--- src/rtl/vga_draw_pkg.sv ---
// Shared types and constants for the VGA draw blocks.
package vga_draw_pkg;

  localparam int unsigned CoordW = 11;

  typedef logic [CoordW-1:0] coord_t;
  typedef logic [7:0]        rgb332_t;

  typedef enum logic {
    StIdle  = 1'b0,
    StFlash = 1'b1
  } flash_state_e;

  localparam rgb332_t BLACK = 8'h00;
  localparam rgb332_t WHITE = 8'hFF;
  localparam rgb332_t RED   = 8'hE0;

  // Inclusive unsigned range test; the +1 keeps a lower bound of 0 from folding to a constant.
  function automatic logic in_range(coord_t v, coord_t lo, coord_t hi);
    return (({1'b0, v} + 12'd1) > {1'b0, lo}) && (v <= hi);
  endfunction

endpackage

--- src/rtl/flash_sequencer.sv ---
// Border flash sequencer: counts video frames and flips the colour phase every FLASH_PERIOD
// frames for FLASH_TOGGLES phases.
module flash_sequencer
  import vga_draw_pkg::*;
#(
  parameter int unsigned FLASH_PERIOD  = 8,
  parameter int unsigned FLASH_TOGGLES = 6
) (
  input  logic clk,
  input  logic resetN,
  input  logic startOfFrame,
  input  logic flashReq,
  output logic phase,
  output logic busy
);

  localparam int unsigned FrameW  = (FLASH_PERIOD > 1) ? $clog2(FLASH_PERIOD) : 1;
  localparam int unsigned ToggleW = (FLASH_TOGGLES > 1) ? $clog2(FLASH_TOGGLES) : 1;
  localparam logic [FrameW-1:0]  FrameLast  = FrameW'(FLASH_PERIOD - 1);
  localparam logic [ToggleW-1:0] ToggleLast = ToggleW'(FLASH_TOGGLES - 1);

  flash_state_e        state_q, state_d;
  logic [FrameW-1:0]   frame_cnt_q, frame_cnt_d;
  logic [ToggleW-1:0]  toggle_cnt_q, toggle_cnt_d;
  logic                phase_q, phase_d;

  always_ff @(posedge clk or negedge resetN) begin
    if (!resetN) begin
      state_q      <= StIdle;
      frame_cnt_q  <= '0;
      toggle_cnt_q <= '0;
      phase_q      <= 1'b0;
    end else begin
      state_q      <= state_d;
      frame_cnt_q  <= frame_cnt_d;
      toggle_cnt_q <= toggle_cnt_d;
      phase_q      <= phase_d;
    end
  end

  always_comb begin
    state_d      = state_q;
    frame_cnt_d  = frame_cnt_q;
    toggle_cnt_d = toggle_cnt_q;
    phase_d      = phase_q;
    // A request always (re)starts the sequence and swallows a coincident frame pulse.
    if (flashReq) begin
      state_d      = StFlash;
      frame_cnt_d  = '0;
      toggle_cnt_d = '0;
      phase_d      = 1'b0;
    end else if (state_q == StFlash && startOfFrame) begin
      if (frame_cnt_q == FrameLast) begin
        frame_cnt_d = '0;
        phase_d     = ~phase_q;
        if (toggle_cnt_q == ToggleLast) begin
          state_d      = StIdle;
          toggle_cnt_d = '0;
          phase_d      = 1'b0;
        end else begin
          toggle_cnt_d = toggle_cnt_q + 1'b1;
        end
      end else begin
        frame_cnt_d = frame_cnt_q + 1'b1;
      end
    end
  end

  assign phase = phase_q;
  assign busy  = (state_q == StFlash);

endmodule

--- src/rtl/frame_borders_draw.sv ---
// Playfield border renderer: frame plus optional divider, with a timed two-colour flash.
// Registered RGB332 output and draw request, one clock behind the pixel coordinates.
module frame_borders_draw
  import vga_draw_pkg::*;
#(
  parameter int unsigned X_LEFT        = 0,
  parameter int unsigned X_RIGHT       = 639,
  parameter int unsigned Y_TOP         = 0,
  parameter int unsigned Y_BOTTOM      = 479,
  parameter int unsigned THICKNESS     = 4,
  parameter bit          DIV_EN        = 1'b1,
  parameter int unsigned DIV_X         = 513,
  parameter int unsigned DIV_W         = 4,
  parameter rgb332_t     COLOR_ON      = WHITE,
  parameter rgb332_t     COLOR_ALT     = RED,
  parameter int unsigned FLASH_PERIOD  = 8,
  parameter int unsigned FLASH_TOGGLES = 6
) (
  input  logic          clk,
  input  logic          resetN,
  input  logic [10:0]   pixelX,
  input  logic [10:0]   pixelY,
  input  logic          startOfFrame,
  input  logic          flashReq,
  output logic [7:0]    BG_RGB,
  output logic          bordersDrawReq,
  output logic          flashBusy
);

  localparam coord_t XL    = coord_t'(X_LEFT);
  localparam coord_t XR    = coord_t'(X_RIGHT);
  localparam coord_t YT    = coord_t'(Y_TOP);
  localparam coord_t YB    = coord_t'(Y_BOTTOM);
  localparam coord_t XLIn  = coord_t'(X_LEFT + THICKNESS - 1);
  localparam coord_t XRIn  = coord_t'(X_RIGHT - THICKNESS + 1);
  localparam coord_t YTIn  = coord_t'(Y_TOP + THICKNESS - 1);
  localparam coord_t YBIn  = coord_t'(Y_BOTTOM - THICKNESS + 1);
  localparam coord_t DxLo  = coord_t'(DIV_X);
  localparam coord_t DxHi  = coord_t'(DIV_X + DIV_W - 1);

  logic    phase, busy;
  logic    in_rect, in_band, frame_hit, div_hit, hit;
  rgb332_t sel_color;
  rgb332_t rgb_q, rgb_d;
  logic    req_q, req_d;

  flash_sequencer #(
    .FLASH_PERIOD (FLASH_PERIOD),
    .FLASH_TOGGLES(FLASH_TOGGLES)
  ) u_flash_sequencer (
    .clk         (clk),
    .resetN      (resetN),
    .startOfFrame(startOfFrame),
    .flashReq    (flashReq),
    .phase       (phase),
    .busy        (busy)
  );

  always_comb begin
    in_rect   = in_range(pixelX, XL, XR) && in_range(pixelY, YT, YB);
    in_band   = in_range(pixelX, XL, XLIn) || in_range(pixelX, XRIn, XR) ||
                in_range(pixelY, YT, YTIn) || in_range(pixelY, YBIn, YB);
    frame_hit = in_rect && in_band;
    div_hit   = DIV_EN && in_range(pixelX, DxLo, DxHi) && in_range(pixelY, YT, YB);
    hit       = frame_hit || div_hit;
    sel_color = (busy && !phase) ? COLOR_ALT : COLOR_ON;
    rgb_d     = hit ? sel_color : BLACK;
    req_d     = hit;
  end

  always_ff @(posedge clk or negedge resetN) begin
    if (!resetN) begin
      rgb_q <= BLACK;
      req_q <= 1'b0;
    end else begin
      rgb_q <= rgb_d;
      req_q <= req_d;
    end
  end

  assign BG_RGB         = rgb_q;
  assign bordersDrawReq = req_q;
  assign flashBusy      = busy;

endmodule
--- config.mk ---
export PLATFORM = sky130hd
export DESIGN_NAME = frame_borders_draw
export DESIGN_NICKNAME = d
export VERILOG_FILES = /design/src/rtl/vga_draw_pkg.sv /design/src/rtl/flash_sequencer.sv /design/src/rtl/frame_borders_draw.sv
export SDC_FILE = /design/constraint.sdc
export NUM_CORES = 1
export LEC_CHECK = 0
export ABC_CLOCK_PERIOD_IN_PS = 2400
export CAP_MARGIN = 40
export CORE_UTILIZATION = 33
export DETAILED_ROUTE_END_ITERATION = 10
export PLACE_DENSITY = 0.71
export SLEW_MARGIN = 10
export SYNTH_ARGS = -nofsm -noshare
export SYNTH_HDL_FRONTEND = slang
export SYNTH_SLANG_ARGS = --single-unit
--- constraint.sdc ---
create_clock -name clk -period 2.4 [get_ports clk]
set_input_delay 0.36 -clock clk [delete_from_list [all_inputs] [get_ports clk]]
set_output_delay 0.36 -clock clk [all_outputs]
set_load 0.03 [all_outputs]
==> impl_metrics.tcl <==
set metrics [dict create \
    cts_buffer_depth 2 \
    worstPathArrival_ps 1490 \
    dp_slack_ps 444 \
    seqCellArea_um2 250 \
    worst_path_largest_cell_delay_ps 730 \
    period_share_pct 76.9 \
    routabilityCongestion 0.756 \
    final_cell_mix "clkdlybuf4s50_1, dfrtp_1, a21oi_1, nand2_1, nand3_1" \
    overflow 0 \
    grt_util_all_layers_pct 14.5 \
    synth_top_cell_by_area "dfrtp_1" \
    peakVddDrop_uv 208 \
    clkTransAtPathRegs_ps 70 \
    cp-startpoint "u_flash_sequencer.busy" \
    route.detailed.wl_per_inst_um 11.0 \
    core_area_um2 1760 \
    critPathKind "reg -> out" \
    p_comb_share_pct 17.1 \
    status "completed" \
    drc 0 \
    firstDrtPassIters 3 \
    worstPathBufferInverterCount 1 \
    fmax_mhz 542 \
    drt-total-wl_mm 1.36 \
    ff2ff_setup_slack_ps 970 \
    path_cells "clkdlybuf4s50_1" \
    power_density_nw_per_um2 396 \
    nFillCells 181 \
    synthCells 70 \
    synth_nets 98 \
    yosysWarnings 0 \
    hold_class "in -> async" \
    p_leak_nw 0.361 \
    r2r_cells 5 \
    slew_violations 0 \
    cts_buffers 3 \
    die_area_um2 2100 \
    rows 15 \
    path_depth 1 \
    p_int_uw 304 \
    synth-seq-area-share_pct 39.5 \
    worst_r2r_endpoint "u_flash_sequencer.toggle_cnt_q[2]" \
    postCtsSetupBuffers 0 \
    syn_to_final_growth_pct 54.0 \
    dieWidth_um 45.8 \
    cts_resized 0 \
    yosysTopAreaCellShare_pct 39.5 \
    seqPwrFrac_pct 44.8 \
    hold_violations 0 \
    ant_nets 0 \
    antenna_found_initial 0 \
    layout_commonest_cell "clkdlybuf4s50_1" \
    r2r_start "u_flash_sequencer.frame_cnt_q[0]" \
    multi_input_area_um2 319 \
    clk-insertion-delay-late_ps 260 \
    critical_path.endpoint_type "output pin" \
    period_minus_slack_ps 1850 \
    cts.sinks 10 \
    cts_tree "built" \
    avgSynthCellArea_um2 9.04 \
    cp_max_fo 8 \
    initial_core_util_pct 35.9 \
    setup_slack_ps 554 \
    ys_ff_latch 10 \
    syn-cell-area_um2 633 \
    finalSetupViolations 0 \
    critical_path.top_delay_family "buffers and inverters" \
    htree_levels 1 \
    root_buffer "clkbuf_4" \
    portBuffers 33 \
    tns_ps 0 \
    p_sw_uw 82.0 \
    vias_per_cell 4.99 \
    setup.worst_path.end "flashBusy" \
    cpMaxStageDelayCell "clkdlybuf4s50_1" \
    fin_nets 128 \
    grt_pass1_wl_mm 2.12 \
    synth.distinct_cells 26 \
    drive_gt1_share_pct 8.08 \
    swShare_pct 21.2 \
    io_pins 36 \
    max_cap_viol_count 0 \
    grt_pass1_vias 544 \
    drtIter0Drc 9 \
    grt_max_degree 11 \
    die_h_um 45.8 \
    skew_ps 5.67 \
    synth_area_leaders "dfrtp_1, buf_4, a21oi_1, nand3_1, nand2_1" \
    clkPwrFrac_pct 38.1 \
    antenna_cells 0 \
    worst_pin_slew_ps 441 \
    maxSlewHeadroom_pct 70.4 \
    dr_total_vias 619 \
    start_kind "flop" \
    crit_required_ps 2040 \
    dp.final_hpwl_mm 1.17 \
    rsz0062_at_grt "false" \
    hold_buffers 0 \
    power.total_uw 386 \
]
area by class of cell:
type,instances,share of cell area (%)
inverter,2,0.770
clock buffer,4,3.72
tap,25,3.21
timing repair buffer,33,33.9
sequential,10,25.7
multi-input combinational,50,32.7
power groups by stage:
| stage | clock network [mW] | registers [mW] | logic (mW) |
|---|---|---|---|
| finish | 0.147 | 0.173 | 0.0660 |
| global route | 0.162 | 0.173 | 0.0725 |
| CTS | 0.153 | 0.173 | 0.0668 |
| detailed placement | 0 | 0.176 | 0.0666 |
| global placement | 0 | 0.176 | 0.0654 |
| floorplan | 0 | 0.176 | 0.0164 |
cell usage after synthesis (all sizes together):
cell / instances
dfrtp: 10
a21oi: 8
buf: 8
nand2: 7
nand3: 6
nor2: 5
nand4: 3
nor4: 3
or3: 3
ha: 2
inv: 2
nor3: 2
o21ai: 2
or4: 2
a221oi: 1
a311oi: 1
nand2b: 1
o21a: 1
o31ai: 1
or3b: 1
xor2: 1
state kept, by name, summed over array words and instances, names as in the netlist:
name and flops:
BG_RGB 2, u_flash_sequencer.toggle_cnt_q 3, u_flash_sequencer.phase 1, u_flash_sequencer.busy 1, u_flash_sequencer.frame_cnt_q 3
stage by stage:
stage	std cells	util [%]	instance area (um2)	hold slack [ps]
after floorplan	70	-	633	64.4
after global placement	120	53.2	938	519
after detailed placement	120	53.2	938	529
after CTS	124	55.2	975	416
after global routing	124	55.2	975	436
final	124	55.2	975	403
metal layers:
| metal | vias to the layer above | global-route usage (%) | part of all wire (%) |
|---|---|---|---|
| li1 | 311 | - | - |
| met1 | 288 | 17.3 | 44 |
| met2 | 20 | 24.3 | 52 |
| met3 | 0 | 3.57 | 3.5 |
| met4 | 0 | 7.06 | 0 |
| met5 | - | 0 | 0 |
worst min path at each step:
stage / from / cells past startpoint / end
after floorplan: resetN / 0 / BG_RGB[4]
after global placement: u_flash_sequencer.frame_cnt_q[2] / 2 / u_flash_sequencer.frame_cnt_q[2]
after detailed placement: u_flash_sequencer.frame_cnt_q[2] / 2 / u_flash_sequencer.frame_cnt_q[2]
after CTS: resetN / 1 / u_flash_sequencer.busy
after global routing: resetN / 1 / u_flash_sequencer.frame_cnt_q[2]
final: resetN / 1 / u_flash_sequencer.busy
cell families after synthesis:
| kind of cell | share of synthesized area [%] |
|---|---|
| adders and majority gates | 3.95 |
| and+or+nand+nor | 31.0 |
| xor gates and xnor gates | 1.38 |
| AOI/OAI and AO/OA | 14.0 |
| DFF | 39.5 |
| buffers and inverters | 10.1 |
Power figures use the tool's default switching activity.
